## src/rtl/seq_mantissa_multiplier.sv

```systemverilog
// Sequential shift-add mantissa multiplier: one partial product per clock,
// fixed WIDTH-cycle latency, unnormalised 2*WIDTH-bit product.

module half_adder (
  input  logic a,
  input  logic b,
  output logic sum,
  output logic carry
);
  assign sum   = a ^ b;
  assign carry = a & b;
endmodule

module full_adder (
  input  logic a,
  input  logic b,
  input  logic cin,
  output logic sum,
  output logic cout
);
  assign sum  = a ^ b ^ cin;
  assign cout = (a & b) | (cin & (a ^ b));
endmodule

module seq_mantissa_multiplier #(
  parameter int WIDTH = 24
) (
  input  logic                 clk,
  input  logic                 rst,
  input  logic                 start,
  input  logic [WIDTH-1:0]     a,
  input  logic [WIDTH-1:0]     b,
  output logic                 busy,
  output logic                 done,
  output logic [2*WIDTH-1:0]   product
);
  localparam int CW = (WIDTH > 1) ? $clog2(WIDTH) : 1;

  typedef enum logic [1:0] {
    IDLE = 2'd0,
    RUN  = 2'd1,
    DONE = 2'd2
  } state_t;

  state_t           state_r;
  state_t           state_nx_s;
  logic [WIDTH-1:0] mcand_r;
  logic [WIDTH-1:0] acc_hi_r;
  logic [WIDTH-1:0] acc_lo_r;
  logic             carry_r;
  logic [CW-1:0]    cnt_r;
  logic [WIDTH-1:0] addend_s;
  logic [WIDTH-1:0] chain_s;
  logic [WIDTH:0]   sum_s;
  logic             last_step_s;

  // Partial product is the multiplicand when the multiplier bit under test is set
  assign addend_s = acc_lo_r[0] ? mcand_r : {WIDTH{1'b0}};

  half_adder u_ha (
    .a     (acc_hi_r[0]),
    .b     (addend_s[0]),
    .sum   (sum_s[0]),
    .carry (chain_s[0])
  );

  for (genvar i = 1; i < WIDTH; i++) begin : g_ripple
    full_adder u_fa (
      .a    (acc_hi_r[i]),
      .b    (addend_s[i]),
      .cin  (chain_s[i-1]),
      .sum  (sum_s[i]),
      .cout (chain_s[i])
    );
  end

  // carry_r is accumulator bit 2*WIDTH; it is always zero after a shift, so this stays exact
  assign sum_s[WIDTH] = carry_r ^ chain_s[WIDTH-1];

  // Next-state decode
  always_comb begin
    state_nx_s  = state_r;
    last_step_s = (cnt_r == CW'(WIDTH-1));
    case (state_r)
      IDLE: begin
        if (start) state_nx_s = RUN;
        else       state_nx_s = IDLE;
      end
      RUN: begin
        if (last_step_s) state_nx_s = DONE;
        else             state_nx_s = RUN;
      end
      DONE:    state_nx_s = IDLE;
      default: state_nx_s = IDLE;
    endcase
  end

  // State and registered status outputs
  always_ff @(posedge clk or posedge rst) begin
    if (rst) begin
      state_r <= IDLE;
      busy    <= 1'b0;
      done    <= 1'b0;
    end else begin
      state_r <= state_nx_s;
      busy    <= (state_nx_s != IDLE);
      done    <= (state_nx_s == DONE);
    end
  end

  // Operand capture, shift-add steps and product load
  always_ff @(posedge clk or posedge rst) begin
    if (rst) begin
      mcand_r  <= {WIDTH{1'b0}};
      acc_hi_r <= {WIDTH{1'b0}};
      acc_lo_r <= {WIDTH{1'b0}};
      carry_r  <= 1'b0;
      cnt_r    <= {CW{1'b0}};
      product  <= {(2*WIDTH){1'b0}};
    end else begin
      case (state_r)
        IDLE: begin
          if (start) begin
            mcand_r  <= a;
            acc_lo_r <= b;
            acc_hi_r <= {WIDTH{1'b0}};
            carry_r  <= 1'b0;
            cnt_r    <= {CW{1'b0}};
          end
        end
        RUN: begin
          {carry_r, acc_hi_r, acc_lo_r} <= {1'b0, sum_s, acc_lo_r[WIDTH-1:1]};
          cnt_r <= cnt_r + CW'(1);
          if (last_step_s) product <= {sum_s, acc_lo_r[WIDTH-1:1]};
        end
        DONE:    ;
        default: ;
      endcase
    end
  end

endmodule

```

## config.mk

```make
export PLATFORM = sky130hd
export DESIGN_NAME = seq_mantissa_multiplier
export DESIGN_NICKNAME = d
export VERILOG_FILES = /design/src/rtl/seq_mantissa_multiplier.sv
export SDC_FILE = /design/constraint.sdc
export NUM_CORES = 1
export LEC_CHECK = 0
export CAP_MARGIN = 10
export CORE_MARGIN = 2
export CORE_UTILIZATION = 40
export CTS_CLUSTER_SIZE = 30
export DETAILED_ROUTE_END_ITERATION = 10
export PLACE_DENSITY_LB_ADDON = 0.1
export SETUP_SLACK_MARGIN = 0.02
export SLEW_MARGIN = 20
export SYNTH_ARGS = -nofsm -noshare
export SYNTH_HDL_FRONTEND = slang
export SYNTH_HIERARCHICAL = 1
export SYNTH_SLANG_ARGS = --single-unit
```

## constraint.sdc

```tcl
create_clock -name clk -period 17.6 [get_ports clk]
set_input_delay 3.52 -clock clk [delete_from_list [all_inputs] [get_ports clk]]
set_output_delay 3.52 -clock clk [all_outputs]
set_load 0.01 [all_outputs]
```

==> qor.csv, run 1 <==
metric;value;unit
status;complete, no violations;
die extent in x;122.8;um
first-pass iteration count of the detailed router;4;
detailed-placement wirelength estimate;7642;um
worst path arrival time;11030;ps
buffers plus inverters on the worst setup path;0;
number of flip-flops and latches in the synthesized netlist;129;
worst hold path type;flip-flop to flip-flop;
Post-Route Setup TNS;0;ps
leakage power of the design;3.449;nW
cell area after synthesis;5645;sq um
area of the die;15080;sq um
PostCTS Resize Cnt;0;
Post-Synthesis Cells;498;
number of clock sinks seen by CTS;129;
critical register-to-register path startpoint;acc_lo_r[0]$_DFFE_PP0P_;
critical path's largest stage delay;630;ps
depth of the most critical reg-to-reg path;26;
layout cells sized above 1;13.14;%
most frequently used flop master after synthesis;sky130_fd_sc_hd__dfrtp_1;
antenna diode count;0;
power density cells;186.0;nW/um^2
Hold Crit Start;mcand_r[9]$_DFFE_PP0P_;
number of H-tree branching levels;4;
number of enable-type register cells in the synthesized netlist;0;
startpoint of the worst setup timing path;acc_lo_r[0]$_DFFE_PP0P_;
worst-case setup slack after placement;6948;ps
Max clock buf depth;2;
number of nets in the final layout;672;
clk slew on worst S/H paths;50;ps
Final Routed Wirelength;12040;um
Num CTS Buffers;17;
starting DRC count in detailed routing;201;
post-synthesis area per instance;11.34;sq um
pin slew with the least headroom to its limit;833.7;ps
met1 track demand over resource in global routing;23.58;%
Filler Cells Inserted;1210;
number of antenna violations at the first check in global routing;0;
wire length of the first global-routing pass;20270;um
final hold violation count;0;
number of instances on the worst hold path;2;
remaining antenna violation count after routing;0;
clock tree from TritonCTS;built;
least setup slack across all paths after layout;6869;ps
final clock skew;7.730;ps
clock latency reported for the late side of the worst-skew pair;420;ps
Remaining Overflow, GRT;0;
total of hold buffers inserted after clock tree synthesis;0;
critical path data required time;17900;ps
max capacitance violation total;0;
syn_nets;574;
effective utilization at floorplan;40.83;%
footprint of the multi-input gates;2281;sq um
Post-CTS Setup Repair Bufs;0;
crit-path leading delay family;adder cells;
cell with the largest stage delay on the worst path;sky130_fd_sc_hd__dfrtp_1;
area added between synthesis and finish;30.52;%
critical path's most frequent cell;sky130_fd_sc_hd__fa_1;
Worst Setup Path Type;flip-flop to flip-flop;
ports placed on the boundary;101;
unrepaired setup endpoints after global routing;false;
number of pins with negative max-slew slack in the final report;0;
share of synthesized flip-flops with an asynchronous set or reset;100.0;%
global routing met2 resource utilization;26.07;%
peak clock frequency supported by timing;93.18;MHz
Stages on worst setup path;26;
final cycle utilization of the critical path;60.97;%
CP Launch Type;flip-flop;
routability congestion estimate;0.7439;
clock root cell;sky130_fd_sc_hd__clkbuf_16;
Seq/Total Area, Yosys;57.18;%
largest net degree at the start of global routing;67;
distinct cell type count of the synthesized netlist;26;
Core Rows;43;
minimum period implied by the final worst setup slack;10730;ps
Vert. Die Dim;122.8;um
Slew headroom;44.42;%
CP Capture Type;flip-flop;
Storage cell area;3228;sq um
Tot GR Track Use;17.72;%
number of global-route vias before repair;3974;
Ys Warns;6;
peak-usage layer in the global routing report;met2;
drt via density;4.901;
CP max FO;25;
core region area;13830;sq um
WL per Instance;15.26;um
via count;3867;
largest voltage drop on the vdd net;0.08061;mV
quantity of I/O buffers inserted on ports;100;
Setup violations, final;0;
grt met3 use;7.063;%
Residual DRC;0;
==> routing by layer <==
layer,vias up,part of all wire [%]
met3,13,7.7
li1,1835,-
met1,1925,45
met2,94,46
met4,0,1.4
met5,-,0
==> synthesized netlist by cell type, types with 2 or more instances <==
master                       n  area share, %
sky130_fd_sc_hd__a21oi_1     2           0.18
sky130_fd_sc_hd__a22oi_1    24            3.2
sky130_fd_sc_hd__and2_1     24            2.7
sky130_fd_sc_hd__buf_2      10           0.89
sky130_fd_sc_hd__buf_4       3           0.40
sky130_fd_sc_hd__buf_6       2           0.40
sky130_fd_sc_hd__clkbuf_1   14           0.93
sky130_fd_sc_hd__dfrtp_1   129             57
sky130_fd_sc_hd__fa_1       23            8.2
sky130_fd_sc_hd__ha_1        2           0.44
sky130_fd_sc_hd__inv_1       2           0.13
sky130_fd_sc_hd__mux2_1      9            1.8
sky130_fd_sc_hd__mux2_2     39            7.8
sky130_fd_sc_hd__mux2i_1     2           0.35
sky130_fd_sc_hd__nand2_1   175             12
sky130_fd_sc_hd__nand2b_1    2           0.22
sky130_fd_sc_hd__nand3_1    25            2.2
sky130_fd_sc_hd__nand4_1     2           0.22
sky130_fd_sc_hd__o21ai_0     2           0.18
==> worst min-delay path, stage by stage (launching register included) <==
cell and delay (ps):
sky130_fd_sc_hd__dfrtp_1 330, sky130_fd_sc_hd__nand2_1 50, sky130_fd_sc_hd__nand2_1 50
==> report_power, final <==
group / total [W] / switching, W / internal (W)
Sequential: 0.000533 / 0.0000931 / 0.000440
Combinational: 0.000505 / 0.000245 / 0.000260
Clock: 0.000333 / 0.000121 / 0.000212
Total: 0.00137 / 0.000459 / 0.000912
==> sequential cells by signal, summed over array words and instances, names as in the netlist <==
register / flops
acc_lo_r: 24
done: 1
product: 48
mcand_r: 24
acc_hi_r: 24
busy: 1
state_r: 2
cnt_r: 5
==> per-stage QoR <==
stage                     total power [W]  hold WS (ps)  cells  area, sq um  utilization [%]
after CTS                        0.001390         467.0    789         7366            53.27
final                            0.001371         462.1    789         7368            53.29
after detailed placement         0.001047         455.5    757         6803            49.20
after global placement           0.001036         451.4    757         6803            49.20
after floorplan                 0.0008233         437.4    498         5645                -
after global routing             0.001482         479.3    789         7368            53.29
==> cell type report <==
class,count,share of cell area [%]
Clock inverter,5,0.6792
Sequential cell,129,43.81
Timing Repair Buffer,108,14.40
Clock buffer,27,6.962
Multi-Input combinational cell,338,30.96
Inverter,2,0.1358
Tap cell,180,3.057
==> worst paths after layout <==
path                                            to  slack (ps)
max                        product[46]$_DFFE_PP0P_        6870
min                         mcand_r[9]$_DFFE_PP0P_         460
max reg2reg                product[46]$_DFFE_PP0P_        6870
min reg2reg                 mcand_r[9]$_DFFE_PP0P_         460
max in group asynchronous  product[32]$_DFFE_PP0P_       12640
min in group asynchronous  acc_lo_r[7]$_DFFE_PP0P_        3620
==> placed cells by master (no fill, tap or decap) <==
cell type                           n
sky130_fd_sc_hd__mux2_2            39
sky130_fd_sc_hd__or3b_4             1
sky130_fd_sc_hd__inv_4              1
sky130_fd_sc_hd__clkdlybuf4s50_1  100
sky130_fd_sc_hd__nand3_1           25
sky130_fd_sc_hd__o21ai_0            2
sky130_fd_sc_hd__ha_1               2
sky130_fd_sc_hd__nor3_1             1
sky130_fd_sc_hd__nand2b_1           2
sky130_fd_sc_hd__o21a_1             1
sky130_fd_sc_hd__bufinv_16          1
sky130_fd_sc_hd__inv_1              1
sky130_fd_sc_hd__buf_4              8
sky130_fd_sc_hd__clkbuf_1           5
sky130_fd_sc_hd__clkbuf_8           5
sky130_fd_sc_hd__o21bai_2           1
sky130_fd_sc_hd__a22oi_1           24
sky130_fd_sc_hd__a21oi_1            2
sky130_fd_sc_hd__nand4_1            2
sky130_fd_sc_hd__nor3b_2            1
sky130_fd_sc_hd__mux2_1             9
sky130_fd_sc_hd__dfrtp_1          129
sky130_fd_sc_hd__nor3_4             1
sky130_fd_sc_hd__and2_1            24
sky130_fd_sc_hd__fa_1              23
sky130_fd_sc_hd__nand2_1          175
sky130_fd_sc_hd__mux2i_1            2
sky130_fd_sc_hd__clkbuf_16         17
sky130_fd_sc_hd__nor2b_4            1
sky130_fd_sc_hd__clkinv_2           4
==> kinds of logic (layout without fill, tap and decap cells) <==
| kind of cell | Yosys count | count (layout) | share of synthesized area (%) |
|---|---|---|---|
| AO/OA/AOI/OAI | 30 | 30 | 3.812 |
| adder cells (fa/ha/maj) | 25 | 25 | 8.599 |
| buffers and inverters | 31 | 142 | 2.748 |
| flip-flops | 129 | 129 | 57.18 |
| multiplexers | 50 | 50 | 9.929 |
| AND/OR/NAND/NOR | 233 | 233 | 17.73 |
(Power assumes the default switching activity.)
==> inputs of run 2 (changes only) <==
==> constraint.sdc (replaced) <==
create_clock -name clk -period 9.35 [get_ports clk]
set_input_delay 1.87 -clock clk [delete_from_list [all_inputs] [get_ports clk]]
set_output_delay 1.87 -clock clk [all_outputs]
set_load 0.01 [all_outputs]
==> run 2 against run 1 <==
Compared with the run above: power rose by 93%; clock-buffer cell count fell by 6; worst hold slack improved by 8.2 ps; global-route usage fell by 0.21 points; highest routed layer unchanged; register-to-register slack got worse by 6700 ps; core utilization rose by 0.76 points; routed wire length rose by 0.96%; clock power rose by 99%.
==> qor.csv, run 2 (synthesized netlist as in run 1, its figures left out) <==
metric;value;unit
CP Capture Type;flip-flop;
max capacitance violation total;0;
met1 layer wirelength in the final routing;5360;um
worst path arrival time;9520;ps
critical path data required time;9650;ps
number of global-route vias before repair;4088;
Post-Route Setup TNS;0;ps
leakage power of the design;3.420;nW
layout cells sized above 1;17.57;%
antenna diode count;0;
Final Routed Wirelength;12160;um
remaining antenna violation count after routing;0;
power density cells;354.2;nW/um^2
detailed-placement wirelength estimate;7710;um
final cycle utilization of the critical path;98.60;%
most used cells in the layout excluding fill and tap cells;sky130_fd_sc_hd__nand2_1, sky130_fd_sc_hd__dfrtp_1, sky130_fd_sc_hd__clkdlybuf4s50_1;
Remaining Overflow, GRT;0;
clock latency reported for the late side of the worst-skew pair;420;ps
post-route cell area;7473;sq um
first-pass iteration count of the detailed router;4;
total length of routed met3 wires;886;um
worst hold path type;flip-flop to flip-flop;
drt via density;4.837;
peak clock frequency supported by timing;108.5;MHz
Num CTS Buffers;17;
pin slew with the least headroom to its limit;970.9;ps
number of nets in the final layout;672;
via count;3816;
Slew headroom;35.28;%
CP Launch Type;flip-flop;
Core Rows;43;
post-route non-filler standard cell count;789;
die extent in x;122.8;um
Largest register FFs;48;
starting DRC count in detailed routing;207;
largest net degree at the start of global routing;79;
met2 wire length;5758;um
Cell Count Post-Placement;757;
ports placed on the boundary;101;
final clock skew;9.803;ps
routability congestion estimate;0.8044;
largest voltage drop on the vdd net;0.1469;mV
Residual DRC;0;
Max clock buf depth;2;
Tot GR Track Use;17.51;%
number of antenna violations at the first check in global routing;0;
number of clock sinks seen by CTS;129;
Vert. Die Dim;122.8;um
Top Layer Used;met4;
area after detailed placement;6848;sq um
clock tree from TritonCTS;built;
register with the most flip-flops;product;
minimum period implied by the final worst setup slack;9219;ps
effective utilization at floorplan;40.83;%
CP max FO;3;
Worst Setup Path Type;flip-flop to flip-flop;
area added between synthesis and finish;32.38;%
WL per Instance;15.41;um
most frequent standard cell in the layout excluding fill and tap cells;sky130_fd_sc_hd__nand2_1;
area of the die;15080;sq um
final hold violation count;0;
Setup violations, final;0;
number of H-tree branching levels;4;
worst-case setup slack after placement;-233.9;ps
clk slew on worst S/H paths;60;ps
status;complete, no violations;
worst slack on hold paths;470.3;ps
wire length of the first global-routing pass;20080;um
least setup slack across all paths after layout;130.8;ps
quantity of I/O buffers inserted on ports;100;
unrepaired setup endpoints after global routing;true;
clock root cell;sky130_fd_sc_hd__clkbuf_16;
core region area;13830;sq um
number of pins with negative max-slew slack in the final report;0;
-- run 2: cell types whose count changed in the layout (fill, tap and decap cells not counted), sizes merged --
cell	previous run	this run
clkbuf	27	21
clkinv	4	7
bufinv	1	3
clkinvlp	0	1
-- run 2: where the power goes --
group | leakage, nW | switching [W] | total, W | internal (W)
Combinational | 1.55 | 0.000474 | 0.000984 | 0.000510
Clock | 0.296 | 0.000233 | 0.000664 | 0.000430
Sequential | 1.57 | 0.000171 | 0.000999 | 0.000828
-- run 2: area by class of cell --
type	instances	area [sq um]
clock buffer	21	460.4
clock inverter	11	136.4
fill	1167	6354
inverter	2	10.01
multi-input combinational	338	2352
sequential	129	3228
tap	180	225.2
timing repair buffer	108	1061
-- run 2: per-layer routing --
metal,vias up,GRT usage (%)
met4,0,6.178
met1,1895,21.60
met3,11,7.017
met2,88,27.87
met5,-,0
li1,1822,-
-- run 2: timing repair --
item / CTS / global route
hold buffers: 0 / 0
cloned: 0 / 0
setup buffers: 0 / 0
setup endpoints to repair: 4 / 3
resized for setup: 7 / 3
-- run 2: critical path, stage by stage (launching register included) --
cell	delay, ps
sky130_fd_sc_hd__dfrtp_1	380
sky130_fd_sc_hd__and2_1	160
sky130_fd_sc_hd__ha_2	170
sky130_fd_sc_hd__fa_2	340
sky130_fd_sc_hd__fa_2	350
sky130_fd_sc_hd__fa_2	370
sky130_fd_sc_hd__fa_2	350
sky130_fd_sc_hd__fa_2	350
sky130_fd_sc_hd__fa_2	350
sky130_fd_sc_hd__fa_2	360
sky130_fd_sc_hd__fa_2	360
sky130_fd_sc_hd__fa_2	350
sky130_fd_sc_hd__fa_2	350
sky130_fd_sc_hd__fa_2	350
sky130_fd_sc_hd__fa_2	350
sky130_fd_sc_hd__fa_2	350
sky130_fd_sc_hd__fa_2	350
sky130_fd_sc_hd__fa_2	350
sky130_fd_sc_hd__fa_2	350
sky130_fd_sc_hd__fa_2	340
sky130_fd_sc_hd__fa_2	350
sky130_fd_sc_hd__fa_2	350
sky130_fd_sc_hd__fa_2	350
sky130_fd_sc_hd__fa_2	350
sky130_fd_sc_hd__fa_2	340
sky130_fd_sc_hd__fa_2	430
sky130_fd_sc_hd__mux2_2	270
-- run 2: worst paths after layout --
kind	startpoint	to	slack (ps)	depth (start not counted)
setup / recovery	acc_lo_r[0]$_DFFE_PP0P_	product[46]$_DFFE_PP0P_	130	26
hold / removal	mcand_r[17]$_DFFE_PP0P_	mcand_r[17]$_DFFE_PP0P_	470	2
setup reg to reg	acc_lo_r[0]$_DFFE_PP0P_	product[46]$_DFFE_PP0P_	130	26
hold reg to reg	mcand_r[17]$_DFFE_PP0P_	mcand_r[17]$_DFFE_PP0P_	470	2
max in group asynchronous	rst	mcand_r[10]$_DFFE_PP0P_	6070	3
min in group asynchronous	rst	product[5]$_DFFE_PP0P_	2010	2
-- run 2: through the flow --
stage	total power, W	utilization [%]
floorplan	0.001562	-
global route	0.002853	54.05
global placement	0.001962	49.47
finish	0.002647	54.05
detailed placement	0.001994	49.52
CTS	0.002689	53.97
==> inputs of run 3 (changes only) <==
--- a/config.mk
+++ b/config.mk
@@ -8,11 +8,12 @@
 export CAP_MARGIN = 10
 export CORE_MARGIN = 2
 export CORE_UTILIZATION = 40
+export CTS_BUF_LIST = sky130_fd_sc_hd__clkbuf_8
 export CTS_CLUSTER_SIZE = 30
 export DETAILED_ROUTE_END_ITERATION = 10
+export MAX_ROUTING_LAYER = met4
 export PLACE_DENSITY_LB_ADDON = 0.1
 export SETUP_SLACK_MARGIN = 0.02
-export SLEW_MARGIN = 20
 export SYNTH_ARGS = -nofsm -noshare
 export SYNTH_HDL_FRONTEND = slang
 export SYNTH_HIERARCHICAL = 1
==> run 3 against run 2 <==
Compared with the run above: sequential cell count is the same; fmax shrank 0.14%; cell count shrank 0.25%; worst setup slack lost 13 ps; first-iteration DRC count grew 23%; critical path depth is the same; global-route usage grew 1.1 points; register-to-register slack is essentially flat; clock-buffer cell count grew 1; via count grew 0.71%; combinational power is essentially flat; clock power shrank 34%.
==> qor.csv, run 3 (synthesized netlist as in run 1, its figures left out) <==
metric;value;unit
status;complete, no violations;
routability congestion estimate;0.8161;
layout cells sized above 1;17.30;%
worst reg-to-reg setup slack;120;ps
Seq pwr share;41.1;%
internal power summed over all cells;0.001574;W
Setup violations, final;0;
final clock skew;9.126;ps
depth of the most critical reg-to-reg path;26;
peak clock frequency supported by timing;108.3;MHz
critical path's largest stage delay;430;ps
Vert. Die Dim;122.8;um
number of global-route vias before repair;4129;
clock root cell;sky130_fd_sc_hd__clkbuf_8;
Worst Setup Path Type;flip-flop to flip-flop;
Filler Cells Inserted;1226;
register with the most flip-flops;product;
Largest register FFs;48;
clk slew on worst S/H paths;70;ps
worst r2r dst;product[46]$_DFFE_PP0P_;
Tot GR Track Use;18.57;%
least setup slack across all paths after layout;118.2;ps
Remaining Overflow, GRT;0;
final hold violation count;0;
buffers plus inverters on the worst setup path;0;
P_sw;0.0008498;W
clock latency reported for the late side of the worst-skew pair;440;ps
fraction of power spent switching nets;35.06;%
number of H-tree branching levels;4;
pin slew with the least headroom to its limit;1167;ps
Post-Route Setup TNS;0;ps
CP Launch Type;flip-flop;
worst path arrival time;9560;ps
worst hold path type;flip-flop to flip-flop;
post-route cell area;7232;sq um
core region area;13830;sq um
most used cells in the layout excluding fill and tap cells;sky130_fd_sc_hd__nand2_1, sky130_fd_sc_hd__dfrtp_1, sky130_fd_sc_hd__clkdlybuf4s50_1;
Num CTS Buffers;17;
WL per Instance;15.48;um
drt via density;4.883;
critical path's most frequent cell;sky130_fd_sc_hd__fa_2;
leakage power of the design;3.326;nW
Slew headroom;22.20;%
Max clock buf depth;2;
die extent in x;122.8;um
Worst Hold End;mcand_r[1]$_DFFE_PP0P_;
clock tree from TritonCTS;built;
Top Layer Used;met4;
area added between synthesis and finish;28.10;%
CP Capture Type;flip-flop;
Residual DRC;0;
max capacitance violation total;0;
crit-path leading delay family;adder cells;
power share of the combinational group;40.7;%
number of pins with negative max-slew slack in the final report;0;
worst-case setup slack after placement;-236.1;ps
quantity of I/O buffers inserted on ports;100;
number of instances on the worst hold path;2;
minimum period implied by the final worst setup slack;9232;ps
remaining antenna violation count after routing;0;
wire length of the first global-routing pass;20580;um
met2 wire length;5781;um
area of the die;15080;sq um
cell with the largest stage delay on the worst path;sky130_fd_sc_hd__fa_2;
Post-CTS Setup Repair Bufs;0;
largest net degree at the start of global routing;79;
effective utilization at floorplan;40.83;%
detailed-placement wirelength estimate;7732;um
final cycle utilization of the critical path;98.74;%
number of nets in the final layout;672;
critical register-to-register path startpoint;acc_lo_r[0]$_DFFE_PP0P_;
unrepaired setup endpoints after global routing;true;
power density cells;335.2;nW/um^2
ports placed on the boundary;101;
Hold Crit Start;mcand_r[1]$_DFFE_PP0P_;
number of antenna violations at the first check in global routing;0;
Final Routed Wirelength;12180;um
total length of routed met3 wires;808;um
first-pass iteration count of the detailed router;5;
antenna diode count;0;
largest voltage drop on the vdd net;0.1333;mV
relative contribution of the clock network to total power;18.2;%
area after detailed placement;6840;sq um
number of clock sinks seen by CTS;129;
critical path data required time;9680;ps
Core Rows;43;
met1 layer wirelength in the final routing;5484;um
via count;3843;
starting DRC count in detailed routing;254;
most frequent standard cell in the layout excluding fill and tap cells;sky130_fd_sc_hd__nand2_1;
CP max FO;3;
==> run 3: cell types whose count changed in the layout (fill, tap and decap cells not counted), moves of 2 or more <==
cell and change:
sky130_fd_sc_hd__bufinv_16 -2, sky130_fd_sc_hd__clkbuf_8 +20, sky130_fd_sc_hd__inv_1 +2, sky130_fd_sc_hd__clkbuf_16 -17, sky130_fd_sc_hd__clkbuf_1 -2
==> run 3: worst max path at each step <==
stage,to,start,depth (start not counted)
finish,product[46]$_DFFE_PP0P_,acc_lo_r[0]$_DFFE_PP0P_,26
global placement,product[46]$_DFFE_PP0P_,acc_lo_r[0]$_DFFE_PP0P_,26
floorplan,product[46]$_DFFE_PP0P_,acc_lo_r[0]$_DFFE_PP0P_,26
CTS,product[46]$_DFFE_PP0P_,acc_lo_r[0]$_DFFE_PP0P_,26
detailed placement,product[46]$_DFFE_PP0P_,acc_lo_r[0]$_DFFE_PP0P_,26
global route,product[46]$_DFFE_PP0P_,acc_lo_r[0]$_DFFE_PP0P_,26
==> run 3: worst register-to-register path: stages, from the launching register on <==
cell,delay (ps)
sky130_fd_sc_hd__dfrtp_1,390
sky130_fd_sc_hd__and2_1,160
sky130_fd_sc_hd__ha_2,170
sky130_fd_sc_hd__fa_2,350
sky130_fd_sc_hd__fa_2,350
sky130_fd_sc_hd__fa_2,370
sky130_fd_sc_hd__fa_2,360
sky130_fd_sc_hd__fa_2,350
sky130_fd_sc_hd__fa_2,350
sky130_fd_sc_hd__fa_2,360
sky130_fd_sc_hd__fa_2,360
sky130_fd_sc_hd__fa_2,350
sky130_fd_sc_hd__fa_2,350
sky130_fd_sc_hd__fa_2,350
sky130_fd_sc_hd__fa_2,350
sky130_fd_sc_hd__fa_2,350
sky130_fd_sc_hd__fa_2,350
sky130_fd_sc_hd__fa_2,350
sky130_fd_sc_hd__fa_2,350
sky130_fd_sc_hd__fa_2,340
sky130_fd_sc_hd__fa_2,340
sky130_fd_sc_hd__fa_2,350
sky130_fd_sc_hd__fa_2,350
sky130_fd_sc_hd__fa_2,350
sky130_fd_sc_hd__fa_2,340
sky130_fd_sc_hd__fa_2,430
sky130_fd_sc_hd__mux2_2,270
==> run 3: per-layer routing <==
layer	global-route usage (%)	up-vias
li1	-	1822
met1	23.34	1910
met2	28.07	104
met3	6.459	7
met4	6.322	0
met5	-	-
==> run 3: what timing repair did <==
action                     in CTS  in global routing
pin swaps                       0                  0
setup endpoints to repair       4                  3
resized for setup               7                  3
hold buffers                    0                  0
==> run 3: power groups by stage <==
| stage | logic, W | registers, W | clock network [W] |
|---|---|---|---|
| after floorplan | 0.000543 | 0.00102 | 0 |
| after detailed placement | 0.000989 | 0.00100 | 0 |
| after CTS | 0.00101 | 0.00100 | 0.000458 |
| after global placement | 0.000963 | 0.000999 | 0 |
| after global routing | 0.00111 | 0.00103 | 0.000485 |
| final | 0.000987 | 0.000997 | 0.000440 |
==> run 3: final cells by class <==
class / count / area, sq um / share of cell area, %
flip-flops and latches: 129 / 3228 / 44.64
clock inverters: 8 / 62.56 / 0.8651
well taps: 180 / 225.2 / 3.114
inverters: 2 / 10.01 / 0.1384
clock buffers: 22 / 302.8 / 4.187
repair buffers: 108 / 1061 / 14.67
multi-input cells: 338 / 2342 / 32.39
==> run 3: through the flow <==
stage / power (W) / std cells / hold WS [ps] / util, %
after global placement: 0.001962 / 757 / 449.9 / 49.47
after CTS: 0.002465 / 787 / 477.8 / 52.24
after floorplan: 0.001562 / 498 / 437.4 / -
final: 0.002424 / 787 / 477.4 / 52.30
after global routing: 0.002634 / 787 / 496.0 / 52.30
after detailed placement: 0.001993 / 757 / 459.9 / 49.47
